## src/rtl/conv_pkg.sv

```systemverilog
// ----------------------------------------------------------------------------
// conv_pkg
// Definitions shared by the CNN convolution datapath blocks (operand fetch,
// MAC, controller).
//   BITWIDTH_DEFAULT : default element width (fp16 raw bits)
//   result_dim()     : output dimension of a strided, padded convolution
//   msb_slice_lo()   : low bit of element k in an MSB-first packed vector
// ----------------------------------------------------------------------------
package conv_pkg;

    localparam int BITWIDTH_DEFAULT = 16;

    // Output size along one axis. pad is the effective per-side padding.
    function automatic int result_dim(input int img_dim, input int ker_dim,
                                      input int pad, input int stride);
        return (img_dim - ker_dim + 2 * pad) / stride + 1;
    endfunction

    // Element 0 sits at the MSB end of the packed vector.
    function automatic int msb_slice_lo(input int n_elem, input int k,
                                        input int width);
        return (n_elem - 1 - k) * width;
    endfunction

endpackage

```

## src/rtl/conv_pad_fetch.sv

```systemverilog
// ----------------------------------------------------------------------------
// conv_pad_fetch
// Combinational image-side operand select. Maps an output anchor plus a
// decoded kernel tap to an image coordinate, checks it against the image
// bounds (the padding region reads as zero) and muxes out the element.
// Ports:
//   img      in  packed image, expand planes, element 0 at the MSB
//   anchor_l in  output row index
//   anchor_c in  output column index
//   tap_ch   in  channel of the kernel tap
//   tap_kr   in  kernel row within the channel
//   tap_kc   in  kernel column
//   elem     out selected image element, zero in the padding region
// ----------------------------------------------------------------------------
module conv_pad_fetch
    import conv_pkg::*;
#(
    parameter int img_width  = 4,
    parameter int img_height = 4,
    parameter int expand     = 1,
    parameter int bitwidth   = BITWIDTH_DEFAULT,
    parameter int stride     = 1,
    parameter int pad_eff    = 0
) (
    input  logic [img_height*img_width*expand*bitwidth-1:0] img,
    input  logic [31:0]                                     anchor_l,
    input  logic [31:0]                                     anchor_c,
    input  logic [3:0]                                      tap_ch,
    input  logic [3:0]                                      tap_kr,
    input  logic [3:0]                                      tap_kc,
    output logic [bitwidth-1:0]                             elem
);

    localparam int IMG_N = img_height * img_width * expand;
    localparam int IDX_W = (IMG_N > 1) ? $clog2(IMG_N) : 1;
    // 34 bits: a 32-bit anchor scaled by stride, minus padding, stays signed.
    localparam int CW = 34;
    localparam logic signed [CW-1:0] STRIDE_S = CW'(stride);
    localparam logic signed [CW-1:0] PAD_S    = CW'(pad_eff);
    localparam logic signed [CW-1:0] IMG_H_S  = CW'(img_height);
    localparam logic signed [CW-1:0] IMG_W_S  = CW'(img_width);

    logic [bitwidth-1:0] plane [IMG_N];

    for (genvar k = 0; k < IMG_N; k++) begin : g_unpack
        assign plane[k] = img[msb_slice_lo(IMG_N, k, bitwidth) +: bitwidth];
    end

    logic signed [CW-1:0] row;
    logic signed [CW-1:0] col;
    logic                 in_range;
    logic [IDX_W-1:0]     idx;
    int                   lin;

    always_comb begin
        // NOTE: every variable gets a default before any branch so no path
        // leaves it unassigned; otherwise synthesis infers a latch.
        lin  = 0;
        idx  = '0;
        elem = '0;

        row = $signed({2'b00, anchor_l}) * STRIDE_S + $signed(CW'(tap_kr)) - PAD_S;
        col = $signed({2'b00, anchor_c}) * STRIDE_S + $signed(CW'(tap_kc)) - PAD_S;

        in_range = (row >= 0) && (row < IMG_H_S) &&
                   (col >= 0) && (col < IMG_W_S) &&
                   (int'(tap_ch) < expand);

        if (in_range) begin
            lin  = int'(tap_ch) * img_height * img_width
                 + int'(row[31:0]) * img_width
                 + int'(col[31:0]);
            idx  = IDX_W'(lin);
            elem = plane[idx];
        end
    end

endmodule

```

## src/rtl/conv_buffer.sv

```systemverilog
// ----------------------------------------------------------------------------
// conv_buffer
// Operand fetch stage of the convolution datapath. Each cycle selects one
// image element and the matching kernel weight for a single MAC step and
// registers both (latency 1, one pair per cycle).
// Ports:
//   clk_en   in  clock, rising edge
//   rst_n    in  synchronous reset, active-high despite the name
//   conv_on  in  fetch enable
//   img      in  packed image (expand planes, element 0 at the MSB)
//   weight   in  packed kernel (expand planes, element 0 at the MSB)
//   anchor_l in  output row index
//   anchor_c in  output column index
//   buf_l    in  channel-stacked kernel row tap
//   buf_c    in  kernel column tap
//   img_cal  out registered image operand
//   wei_cal  out registered weight operand
// Configuration macro: CONV_BUFFER_HOLD_EN -- when defined, conv_on=0 holds
// the outputs; when undefined, conv_on=0 clears them every edge.
// ----------------------------------------------------------------------------
module conv_buffer
    import conv_pkg::*;
#(
    parameter int weight_width   = 2,
    parameter int weight_height  = 2,
    parameter int img_width      = 4,
    parameter int img_height     = 4,
    parameter int padding_enable = 0,
    parameter int padding        = 0,
    parameter int stride         = 1,
    parameter int bitwidth       = BITWIDTH_DEFAULT,
    parameter int result_width   = result_dim(img_width, weight_width,
                                              (padding_enable != 0) ? padding : 0, stride),
    parameter int result_height  = result_dim(img_height, weight_height,
                                              (padding_enable != 0) ? padding : 0, stride),
    parameter int expand         = 1
) (
    input  logic                                                clk_en,
    input  logic                                                rst_n,
    input  logic                                                conv_on,
    input  logic [img_height*img_width*expand*bitwidth-1:0]     img,
    input  logic [weight_height*weight_width*expand*bitwidth-1:0] weight,
    input  logic [31:0]                                         anchor_l,
    input  logic [31:0]                                         anchor_c,
    input  logic [3:0]                                          buf_l,
    input  logic [3:0]                                          buf_c,
    output logic [bitwidth-1:0]                                 img_cal,
    output logic [bitwidth-1:0]                                 wei_cal
);

    localparam int PAD_EFF = (padding_enable != 0) ? padding : 0;
    localparam int W_N     = weight_height * weight_width * expand;
    localparam int W_IDX_W = (W_N > 1) ? $clog2(W_N) : 1;

    // Tap decode: buf_l walks the channel-stacked kernel rows.
    logic [3:0] tap_ch;
    logic [3:0] tap_kr;
    logic       sel_valid;

    always_comb begin
        tap_ch = 4'(int'(buf_l) / weight_height);
        tap_kr = 4'(int'(buf_l) % weight_height);
    end

    // Any out-of-range anchor or tap zeroes both operands.
    assign sel_valid = (anchor_l < 32'(result_height)) &&
                       (anchor_c < 32'(result_width))  &&
                       (int'(buf_l) < weight_height * expand) &&
                       (int'(buf_c) < weight_width);

    logic [bitwidth-1:0] img_elem;

    conv_pad_fetch #(
        .img_width  (img_width),
        .img_height (img_height),
        .expand     (expand),
        .bitwidth   (bitwidth),
        .stride     (stride),
        .pad_eff    (PAD_EFF)
    ) u_pad_fetch (
        .img      (img),
        .anchor_l (anchor_l),
        .anchor_c (anchor_c),
        .tap_ch   (tap_ch),
        .tap_kr   (tap_kr),
        .tap_kc   (buf_c),
        .elem     (img_elem)
    );

    // Weight mux.
    logic [bitwidth-1:0] kernel [W_N];

    for (genvar k = 0; k < W_N; k++) begin : g_kernel
        assign kernel[k] = weight[msb_slice_lo(W_N, k, bitwidth) +: bitwidth];
    end

    logic [bitwidth-1:0] wei_elem;
    logic [W_IDX_W-1:0]  w_idx;
    int                  w_lin;

    always_comb begin
        w_lin    = 0;
        w_idx    = '0;
        wei_elem = '0;
        if (sel_valid) begin
            w_lin    = int'(tap_ch) * weight_height * weight_width
                     + int'(tap_kr) * weight_width
                     + int'(buf_c);
            w_idx    = W_IDX_W'(w_lin);
            wei_elem = kernel[w_idx];
        end
    end

    // Output registers; reset wins over conv_on.
    always_ff @(posedge clk_en) begin
        // NOTE: non-blocking assignments so every register samples the
        // pre-edge values, independent of statement order.
        if (rst_n) begin
            img_cal <= '0;
            wei_cal <= '0;
        end else if (conv_on) begin
            img_cal <= sel_valid ? img_elem : '0;
            wei_cal <= wei_elem;
        end else begin
`ifdef CONV_BUFFER_HOLD_EN
            img_cal <= img_cal;
            wei_cal <= wei_cal;
`else
            img_cal <= '0;
            wei_cal <= '0;
`endif
        end
    end

endmodule

```

## config.mk

```make
export PLATFORM = sky130hd
export DESIGN_NAME = conv_buffer
export DESIGN_NICKNAME = d
export VERILOG_FILES = /design/src/rtl/conv_pkg.sv /design/src/rtl/conv_pad_fetch.sv /design/src/rtl/conv_buffer.sv
export SDC_FILE = /design/constraint.sdc
export NUM_CORES = 1
export LEC_CHECK = 0
export BUFFER_PORTS_ARGS = -buffer_cell sky130_fd_sc_hd__buf_2
export CAP_MARGIN = 0
export CELL_PAD_IN_SITES_DETAIL_PLACEMENT = 1
export CELL_PAD_IN_SITES_GLOBAL_PLACEMENT = 1
export CORE_AREA = 5 5 164 166
export DETAILED_ROUTE_END_ITERATION = 8
export DIE_AREA = 0 0 169 171
export PLACE_DENSITY = 0.61
export RECOVER_POWER = 25
export SYNTH_ARGS = -nofsm -noshare
export SYNTH_HDL_FRONTEND = slang
export SYNTH_HIERARCHICAL = 1
export SYNTH_SLANG_ARGS = --single-unit
```

## constraint.sdc

```tcl
create_clock -name clk_en -period 8.81 [get_ports clk_en]
set_clock_uncertainty 0.15 [all_clocks]
set_input_delay 0 -clock clk_en [delete_from_list [all_inputs] [get_ports clk_en]]
set_output_delay 0 -clock clk_en [all_outputs]
set_load 0.005 [all_outputs]
```

==> metrics.md, run 1 <==
| Metric | Value |
|---|---|
| Async set or reset register ratio after synthesis | 0% |
| Placed cells | 1228 |
| I/O Pins | 427 |
| GRT Total Usage | 20.6% |
| CP arrival | 3.89 ns |
| Routed Antenna Nets | 0 |
| Routed length per placed instance | 26.0 microns |
| WP data required | 8.88 ns |
| Final WS setup | 4.99 ns |
| Post-synthesis average cell area | 10.8 sq um |
| Worst Tran Pin Value | 1.05 ns |
| Critical path type | in2reg |
| Area grow syn2layout | 50.1% |
| Final-layout fill cell count | 3075 |
| Largest net degree at the start of global routing | 37 |
| CP max FO | 17 |
| Crit. Startpoint | buf_c[0] |
| # DRC | 0 |
| Register bit total from synthesis | 32 |
| Worst-path clk slew | 0.05 ns |
| Critical path's slowest cell | nand4b_2 |
| Setup bufs post-CTS | 0 |
| Post-synth top area cell | mux4_2 |
| Run status | complete, no violations |
| Most frequent cell after synthesis | mux4_2 |
| CTS buffer count | 5 |
| DRT Wirelength | 32100 microns |
| Hold Fails Final Rpt | 0 |
| Post-Synthesis Cells | 488 |
| Initial DRC Count | 363 |
| Power per cell area | 104 nW/um^2 |
| Die area | 28900 sq um |
| Area of the core | 25500 sq um |
| H-tree depth | 2 |
| Final setup fails | 0 |
| Grt total ovfl | 0 |
| CTS sink cnt | 32 |
| Dpl ws | 4.59 ns |
| Max-cap violation count | 0 |
| Sequential area share after synthesis | 12.2% |
| Initial antenna violation count | 8 |
| Final setup TNS | 0 ns |
| Hold buffer count at cts | 0 |
| CP bufs+invs | 2 |
| Drt pass-1 iters | 5 |
| Root Buffer | clkbuf_16 |
| Via density | 5.20 |
| Synth warnings | 6 |
| Fin. max-slew vios | 0 |
| Most used DFF post-synth | dfxtp_1 |
| Initial Util | 20.6% |
| Register area | 641 sq um |
| Netlist area before placement | 5250 sq um |
| Post-synth EDFFs | 0 |
| Yosys top cell area share | 41.2% |
| Post-synthesis cell type count | 64 |
| TritonCTS clock tree | built |
| Vias in the first global route | 6677 |
| Worst setup EP type | flop |
| Synth top area cells | mux4_2 41%, dfxtp_1 12%, and3_1 4.6%, nor4_1 2.7%, xor2_1 2.7% |
| Layout Cells excl Fill | 1236 |
| Nets | 1306 |
| Die X-Extent | 169 microns |
| Ant. Diodes | 0 |
| Hold_sp | weight[19] |
| # rows | 59 |
| Post-CTS resize count | 0 |
| HP Class | in2reg |
| Area of the multi-input gates | 4480 sq um |
| CTS max path bufs | 2 |
| Crit path largest cell delay | 0.76 ns |
| Placer congestion estimate | 0.907 |
| Detail Placement HPWL | 28200 microns |
| Crit path max-delay family | simple AND/OR/NAND/NOR gates |
| Rel. slew slack | 30.2% |
| Layout cells sized above 1 | 61.7% |
| Die height | 171 microns |
| Static Leakage | 3.54 nW |
| Most frequent cells after synthesis | 96 x mux4_2, 39 x and3_1, 34 x nand2_1 |
| First-pass GRT wire length | 44400 microns |
| Max frequency | 262 MHz |
| Via Count | 6430 |
| RSZ-0062 raised after global routing | false |
| Period utilization | 43.3% |
| Chain of cells forming the critical path | buf_2, ha_4, inv_1, fa_2, xnor2_1, nor3_1, o21ai_0, or3_1, a2111oi_0, o2111ai_1, nand4b_2, nor3b_1, and3_1 |
| Min Tclk post-route | 3.82 ns |
| Count of buffers from port buffering | 426 |
| Worst setup SP type | primary input |
| Maximum VDD drop | 0.0560 mV |
[cell families (layout without fill, tap and decap cells)]
kind of cell	Yosys count	after routing	synth area share, %
flip-flops	32	32	12.2
buffers and inverters	40	449	3.43
other	1	5	0.0714
multiplexers	104	104	42.8
adder cells (fa/ha/maj)	11	11	2.91
XOR/XNOR	23	23	3.84
AO/OA/AOI/OAI	55	55	7.19
AND/OR/NAND/NOR	222	222	27.6
[area by class of cell]
cell class                      instances  share of cell area (%)
Tap cell                              335                    5.32
Sequential cell                        32                    8.13
Timing Repair Buffer                  429                    27.1
Clock inverter                          2                   0.444
Multi-Input combinational cell        420                    56.8
Inverter                               12                   0.571
Clock buffer                            6                    1.63
[routing by layer]
| layer | share of wire (%) | up-vias | track usage [%] |
|---|---|---|---|
| li1 | - | 2867 | - |
| met1 | 41 | 3164 | 27.2 |
| met2 | 47 | 352 | 32.9 |
| met3 | 11 | 37 | 7.83 |
| met4 | 1.3 | 10 | 3.64 |
| met5 | 0.23 | - | 0 |
[where the power goes]
part	switching [mW]	internal [mW]
sequential	0	0.145
clock	0.0705	0.133
combinational	0.204	0.267
[registers in the layout (all words and copies together) (netlist names)]
signal,cells
img_cal,16
wei_cal,16
[through the flow]
stage / total power [mW] / hold WS [ns] / cell area, sq um / util [%]
6_report: 0.819 / 0.0365 / 7880 / 31.0
5_1_grt: 0.863 / 0.0375 / 7880 / 31.0
4_1_cts: 0.830 / 0.0235 / 7900 / 31.0
3_5_place_dp: 0.619 / 0.232 / 7740 / 30.4
3_3_place_gp: 0.615 / 0.232 / 7740 / 30.4
2_1_floorplan: 0.435 / 0.134 / 5270 / -
[worst paths after layout]
path,end,slack (ns),cells after the start
worst min-delay path,wei_cal[3],0.04,3
worst max-delay path,img_cal[3],4.99,13
[placed cells by master, fill, tap and decap left out, types with 4 or more instances in the layout]
cell type  instances
a211oi_1           5
a21oi_1           10
and3_1            39
and4_1             6
buf_2            412
clkbuf_1          15
clkbuf_16          5
conb_1             5
dfxtp_1           32
ha_1               8
inv_1             12
mux2_2             4
mux4_2            96
nand2_1           34
nand2b_1           4
nand3_1           14
nand4_1           19
nor2_1            19
nor3_1            12
nor3b_1            8
nor3b_2           11
nor4_1            23
o21a_1             4
o21ai_0           12
xnor2_1            6
xor2_1            15
No activity file was read; power rests on OpenSTA's default activity.
==> run 2: changes to the inputs <==
- ABC_AREA: not set -> 1
- CORE_AREA: 5 5 164 166 -> not set
- CORE_ASPECT_RATIO: not set -> 1.75
- CORE_MARGIN: not set -> 5
- CORE_UTILIZATION: not set -> 27
- DIE_AREA: 0 0 169 171 -> not set
- PLACE_DENSITY: 0.61 -> 0.78
- clock period: 8.81 -> 3.7 ns (I/O delays scaled with it)
==> metrics.md, run 2 <==
| Metric | Value |
|---|---|
| Placer congestion estimate | 0.990 (was 0.907) |
| Commonest non-fill, non-tap cell in the layout | nand2_1 (was buf_2) |
| I/O Pins | 427 (unchanged) |
| Failing checks | hold timing |
| Most frequent cells after synthesis | 566 x nand2_1, 200 x nor2_1, 134 x inv_1 (was 96 x mux4_2, 39 x and3_1, 34 x nand2_1) |
| Initial Util | 27.2% (was 20.6%) |
| Run status | finished with violations (was complete, no violations) |
| Most used DFF post-synth | dfxtp_1 (unchanged) |
| Register bit total from synthesis | 32 (unchanged) |
| Routed length per placed instance | 19.6 microns (was 26.0 microns) |
| CP bufs+invs | 5 (was 2) |
| Worst setup EP type | flop (unchanged) |
| Power per cell area | 251 nW/um^2 (was 104 nW/um^2) |
| Area of the core | 25900 sq um (was 25500 sq um) |
| Chain of cells forming the critical path | buf_2, ha_4, inv_1, fa_4, xor2_1, inv_1, ha_1, xnor2_1, xnor2_2, buf_4, nor2_1, a31oi_1, nor2_4, inv_1, nor2_1 (was buf_2, ha_4, inv_1, fa_2, xnor2_1, nor3_1, o21ai_0, or3_1, a2111oi_0, o2111ai_1, nand4b_2, nor3b_1, and3_1) |
| Max-cap violation count | 0 (unchanged) |
| Area of the multi-input gates | 5580 sq um (was 4480 sq um) |
| CTS sink cnt | 32 (unchanged) |
| # DRC | 0 (unchanged) |
| Via density | 5.12 (was 5.20) |
| GRT Total Usage | 26.3% (was 20.6%) |
| Async set or reset register ratio after synthesis | 0% (unchanged) |
| Most used cell, CP | inv_1 |
| Max frequency | 329 MHz |
| Grt total ovfl | 0 (unchanged) |
| CTS max path bufs | 2 (unchanged) |
| H-tree depth | 2 (unchanged) |
| Largest net degree at the start of global routing | 129 (was 37) |
| Period utilization | 82.1% |
| Hold Fails Final Rpt | 2 (was 0) |
| Rel. slew slack | 36.2% (was 30.2%) |
| Yosys top cell area share | 30.2% (was 41.2%) |
| Register area | 641 sq um (unchanged) |
| Root Buffer | clkbuf_16 (unchanged) |
| Die height | 224 microns (was 171 microns) |
| Setup bufs post-CTS | 0 (unchanged) |
| Post-synthesis cell type count | 45 (was 64) |
| Initial antenna violation count | 2 (was 8) |
| Post-DP Area | 9450 sq um (was 7740 sq um) |
| Via Count | 10759 (was 6430) |
| Worst-path clk slew | 0.06 ns (was 0.05 ns) |
| Initial DRC Count | 479 (was 363) |
| RSZ-0062 raised after global routing | false (unchanged) |
| First-pass GRT wire length | 61600 microns (was 44400 microns) |
| Static Leakage | 5.10 nW (was 3.54 nW) |
| HP Class | in2reg (unchanged) |
| TritonCTS clock tree | built (unchanged) |
| CTS buffer count | 5 (unchanged) |
| # rows | 78 (was 59) |
| Netlist area before placement | 7050 sq um (was 5250 sq um) |
| Min Tclk post-route | 3.04 ns |
| Post-synthesis average cell area | 5.08 sq um (was 10.8 sq um) |
| DRT Wirelength | 41100 microns (was 32100 microns) |
| Drt pass-1 iters | 5 (unchanged) |
| Detail Placement HPWL | 35800 microns (was 28200 microns) |
| Post-synth top area cell | nand2_1 (was mux4_2) |
| Most frequent cell after synthesis | nand2_1 (was mux4_2) |
| Nets | 2185 (was 1306) |
| Crit path max-delay family | XOR/XNOR gates (was simple AND/OR/NAND/NOR gates) |
| Die area | 29600 sq um (was 28900 sq um) |
| Vias in the first global route | 11310 (was 6677) |
| Design area | 9690 sq um (was 7880 sq um) |
| Commonest non-fill, non-tap cells in the layout | 566 x nand2_1, 410 x buf_2, 200 x nor2_1 (was 412 x buf_2, 96 x mux4_2, 39 x and3_1) |
| WP data required | 3.69 ns (was 8.88 ns) |
| Hold Slack | -0.00221 ns (was 0.0365 ns) |
| Maximum VDD drop | 0.192 mV (was 0.0560 mV) |
| Synth top area cells | nand2_1 30%, nor2_1 11%, dfxtp_1 9.1%, inv_1 7.1%, a32o_1 6.4% (was mux4_2 41%, dfxtp_1 12%, and3_1 4.6%, nor4_1 2.7%, xor2_1 2.7%) |
| Final setup TNS | 0 ns (unchanged) |
| Post-synth EDFFs | 0 (unchanged) |
| Routed Antenna Nets | 0 (unchanged) |
| Crit path largest cell delay | 0.76 ns (about the same) |
| Hold buffer count at cts | 7 (was 0) |
| Critical path type | in2reg (unchanged) |
| Final setup fails | 0 (unchanged) |
| Layout cells sized above 1 | 28.9% (was 61.7%) |
| CP max FO | 21 (was 17) |
| Worst Tran Pin Value | 0.953 ns (was 1.05 ns) |
| Critical path's slowest cell | xnor2_2 (was nand4b_2) |
| Final-layout fill cell count | 3814 (was 3075) |
| Post-Synthesis Cells | 1387 (was 488) |
| Post-CTS resize count | 0 (unchanged) |
| Die X-Extent | 132 microns (was 169 microns) |
| Synth warnings | 6 (unchanged) |
| Fin. max-slew vios | 0 (unchanged) |
| Count of buffers from port buffering | 426 (unchanged) |
| Sequential area share after synthesis | 9.09% (was 12.2%) |
| Top Registers | img_cal: 16 flops, wei_cal: 16 flops (unchanged) |
| Area grow syn2layout | 37.5% (was 50.1%) |
| CP arrival | 3.03 ns (was 3.89 ns) |
| Worst setup SP type | primary input (unchanged) |
## run 2: cell count changes in the layout (fill, tap and decap cells not counted), sizes merged, moves of 19 or more
cell / previous run / this run
nand2: 34 / 585
nor4: 28 / 1
a32o: 0 / 45
o21ai: 13 / 53
nor2: 19 / 238
nor3b: 19 / 0
inv: 12 / 141
and3: 39 / 0
nand3: 16 / 58
mux4: 96 / 0
a21oi: 10 / 63
## run 2: path summary, 6_finish.rpt
| path | from | endpoint | slack (ns) | depth (start not counted) |
|---|---|---|---|---|
| worst max-delay path | buf_c[0] | img_cal[6] | 0.66 | 15 |
| worst min-delay path | weight[43] | wei_cal[11] | -0.002 | 7 |
## run 2: area by class of cell
type / count / area share, %
multi-input combinational: 1147 / 57.6
timing repair buffer: 447 / 24.0
tap: 320 / 4.13
sequential: 32 / 6.61
clock buffer: 7 / 1.58
clock inverter: 1 / 0.310
antenna: 2 / 0.0517
inverter: 146 / 5.67
## run 2: power breakdown
part	switching, mW	internal, mW	total [mW]	leakage [nW]
registers	0	0.345	0.345	0.258
clock network	0.159	0.355	0.514	0.0901
logic	0.993	0.577	1.57	4.75
## run 2: metal layers
layer  GRT usage, %  routed length, microns  part of all wire, %  vias up
met5              0                       0                    0        -
met4           13.8                    2520                  6.1        0
met3           3.17                    1820                  4.4       97
met2           52.7                   22700                   55      376
met1           25.5                   14100                   34     5065
li1               -                       -                    -     5221
## run 2: cell families (layout without fill, tap and decap cells)
family / after synthesis / after routing / share of synthesized area [%]
AO/OA/AOI/OAI: 202 / 202 / 19.1
AND/OR/NAND/NOR: 919 / 919 / 55.9
flip-flops: 32 / 32 / 9.09
XOR/XNOR: 9 / 9 / 1.23
multiplexers: 1 / 1 / 0.160
buffers and inverters: 212 / 601 / 12.3
adder cells (fa/ha/maj): 11 / 11 / 2.17
other: 1 / 7 / 0.0532
## run 2: metrics by stage
step | util [%] | cells | setup WS (ns) | power, mW
after global placement | 36.5 | 2085 | 0.451 | 1.88
after floorplan | - | 1391 | 1.20 | 1.27
after detailed placement | 36.5 | 2085 | 0.370 | 1.91
after CTS | 37.5 | 2100 | 0.656 | 2.45
final | 37.5 | 2102 | 0.663 | 2.43
after global routing | 37.5 | 2102 | 0.422 | 2.60
## run 2: tightest hold or removal path, stage by stage
cell and delay, ns:
buf_2 0.08, nand2_1 0.04, o21ai_0 0.06, nand2_1 0.05
nand2_1 0.05, inv_1 0.03, nor2_1 0.08
==> run 3: changes to the inputs <==
- ABC_AREA: 1 -> 0
- CORE_AREA: not set -> 5 5 161 163
- CORE_ASPECT_RATIO: 1.75 -> not set
- CORE_MARGIN: 5 -> not set
- CORE_UTILIZATION: 27 -> not set
- DIE_AREA: not set -> 0 0 166 168
- PLACE_DENSITY: 0.78 -> 0.63
- clock period: 3.7 -> 3 ns (I/O delays scaled with it)
==> metrics.md, run 3 (synthesis results as in run 1) <==
| Metric | Value |
|---|---|
| Placed cells | 1261 (was 2085) |
| Crit path max-delay family | simple AND/OR/NAND/NOR gates (was XOR/XNOR gates) |
| Commonest non-fill, non-tap cells in the layout | 410 x buf_2, 96 x mux4_2, 39 x and3_1, 39 x buf_4, 34 x nand2_1 (was 566 x nand2_1, 410 x buf_2, 200 x nor2_1) |
| Fin. max-slew vios | 0 (unchanged) |
| RSZ-0062 raised after global routing | false (unchanged) |
| Critical path type | in2reg (unchanged) |
| Hold Fails Final Rpt | 0 (was 2) |
| Largest net degree at the start of global routing | 38 (was 129) |
| Area grow syn2layout | 59.3% (was 37.5%) |
| GR Layer Usage met3 | 6.14% (was 3.17%) |
| Run status | complete, no violations (was finished with violations) |
| Final setup fails | 0 (unchanged) |
| Initial Util | 21.7% (was 27.2%) |
| Most used routing layer | met2 (unchanged) |
| Final setup TNS | 0 ns (unchanged) |
| Worst-path clk slew | 0.05 ns (was 0.06 ns) |
| Nets | 1350 (was 2185) |
| Crit path largest cell delay | 0.44 ns (was 0.76 ns) |
| Power per cell area | 302 nW/um^2 (was 251 nW/um^2) |
| CTS sink cnt | 32 (unchanged) |
| I/O Pins | 427 (unchanged) |
| Commonest non-fill, non-tap cell in the layout | buf_2 (was nand2_1) |
| Grt total ovfl | 0 (unchanged) |
| First-pass GRT wire length | 46200 microns (was 61600 microns) |
| Initial DRC Count | 386 (was 479) |
| Rel. slew slack | 66.8% (was 36.2%) |
| Layout cells sized above 1 | 63.9% (was 28.9%) |
| Post-DP Area | 8170 sq um (was 9450 sq um) |
| HP Class | in2reg (unchanged) |
| Die height | 168 microns (was 224 microns) |
| CTS max path bufs | 2 (unchanged) |
| Critical path's slowest cell | fa_4 (was xnor2_2) |
| CTS buffer count | 5 (unchanged) |
| Die area | 27900 sq um (was 29600 sq um) |
| Worst setup SP type | primary input (unchanged) |
| CP arrival | 2.86 ns (was 3.03 ns) |
| Period utilization | 92.9% |
| CP max FO | 16 (was 21) |
| Drt pass-1 iters | 5 (unchanged) |
| # rows | 57 (was 78) |
| Initial antenna violation count | 12 (was 2) |
| Max-cap violation count | 0 (unchanged) |
| Detail Placement HPWL | 28700 microns (was 35800 microns) |
| Maximum VDD drop | 0.194 mV (was 0.192 mV) |
| GRT Total Usage | 21.7% (was 26.3%) |
| Chain of cells forming the critical path | buf_2, ha_4, inv_1, fa_4, nor2b_2, o21a_1, nand4_1, o21ai_1, or3b_1, a311oi_2, buf_4, nand4b_4, buf_12, nor3b_1, and3_1 (was buf_2, ha_4, inv_1, fa_4, xor2_1, inv_1, ha_1, xnor2_1, xnor2_2, buf_4, nor2_1, a31oi_1, nor2_4, inv_1, nor2_1) |
| DRT Wirelength | 32200 microns (was 41100 microns) |
| Hold Slack | 0.0280 ns (was -0.00221 ns) |
| Placer congestion estimate | 0.964 (was 0.990) |
| Crit path depth | 15 (unchanged) |
| Post-layout util | 34.6% (was 37.5%) |
| Area of the core | 24200 sq um (was 25900 sq um) |
| Layout Cells excl Fill | 1272 (was 2102) |
| Met1 GRT Util | 29.1% (was 25.5%) |
| # DRC | 0 (unchanged) |
| Vias in the first global route | 6860 (was 11310) |
| Via Count | 6639 (was 10759) |
| Root Buffer | clkbuf_16 (unchanged) |
| Die X-Extent | 166 microns (was 132 microns) |
| Worst hold path depth | 3 (was 7) |
| WP data required | 3.07 ns (was 3.69 ns) |
| Design area | 8370 sq um (was 9690 sq um) |
| Worst Tran Pin Value | 0.494 ns (was 0.953 ns) |
| CP bufs+invs | 4 (was 5) |
| Top Registers | img_cal: 16 flops, wei_cal: 16 flops (unchanged) |
| Count of buffers from port buffering | 426 (unchanged) |
| TritonCTS clock tree | built (unchanged) |
| Routed Antenna Nets | 0 (unchanged) |
| Static Leakage | 3.79 nW (was 5.10 nW) |
| Max frequency | 359 MHz |
| H-tree depth | 2 (unchanged) |
| Setup bufs post-CTS | 0 (unchanged) |
| Via density | 5.22 (was 5.12) |
| Routed length per placed instance | 25.3 microns (was 19.6 microns) |
| Min Tclk post-route | 2.79 ns |
| GRT met2 Usage | 35.6% (was 52.7%) |
| Worst setup EP type | flop (unchanged) |
| Final-layout fill cell count | 2931 (was 3814) |
-- run 3: cell types whose count changed in the layout (fill, tap and decap cells not counted), sizes merged, moves of 15 or more --
cell / delta
nand2: -551
nand3: -42
a21oi: -53
a32oi: -15
and3: +39
a32o: -45
mux4: +96
nor3b: +19
inv: -129
nor4: +27
o21ai: -40
buf: +33
nor2: -219
-- run 3: layout make-up --
type                    count  area, sq um  area share [%]
inverters                  12         45.0           0.538
clock buffers               6          129            1.54
multi-input cells         420         4540            54.2
well taps                 324          405            4.85
clock inverters             2         35.0           0.419
flip-flops and latches     32          641            7.66
diodes                      3         7.51          0.0897
repair buffers            473         2560            30.7
-- run 3: where the power goes --
part,internal [mW],switching (mW),total [mW]
logic,0.869,0.652,1.52
clock network,0.390,0.192,0.583
registers,0.425,0,0.425
-- run 3: routing by layer --
layer  vias up  part of all wire (%)
li1       2956                     -
met1      3263                    42
met2       370                    48
met4        12                   1.4
met3        38                   9.1
met5         -                  0.25
-- run 3: stage by stage --
step | power (mW) | setup slack [ns]
final | 2.53 | 0.214
after detailed placement | 1.96 | -0.307
after global placement | 1.94 | -0.248
after CTS | 2.55 | 0.0361
after global routing | 2.66 | 0.0253
after floorplan | 1.28 | 0.0602
-- run 3: path summary, 6_finish.rpt --
check,start,to,slack (ns)
min,weight[30],wei_cal[14],0.03
max,buf_c[0],img_cal[0],0.21
-- run 3: repair_timing --
item | in CTS | in global routing
hold buffers | 0 | 0
pin swaps | 0 | 1
resized for setup | 1 | 8
endpoints found under the setup margin | 4 | 16
gates cloned | 0 | 0
endpoints found under the hold margin | 0 | 0
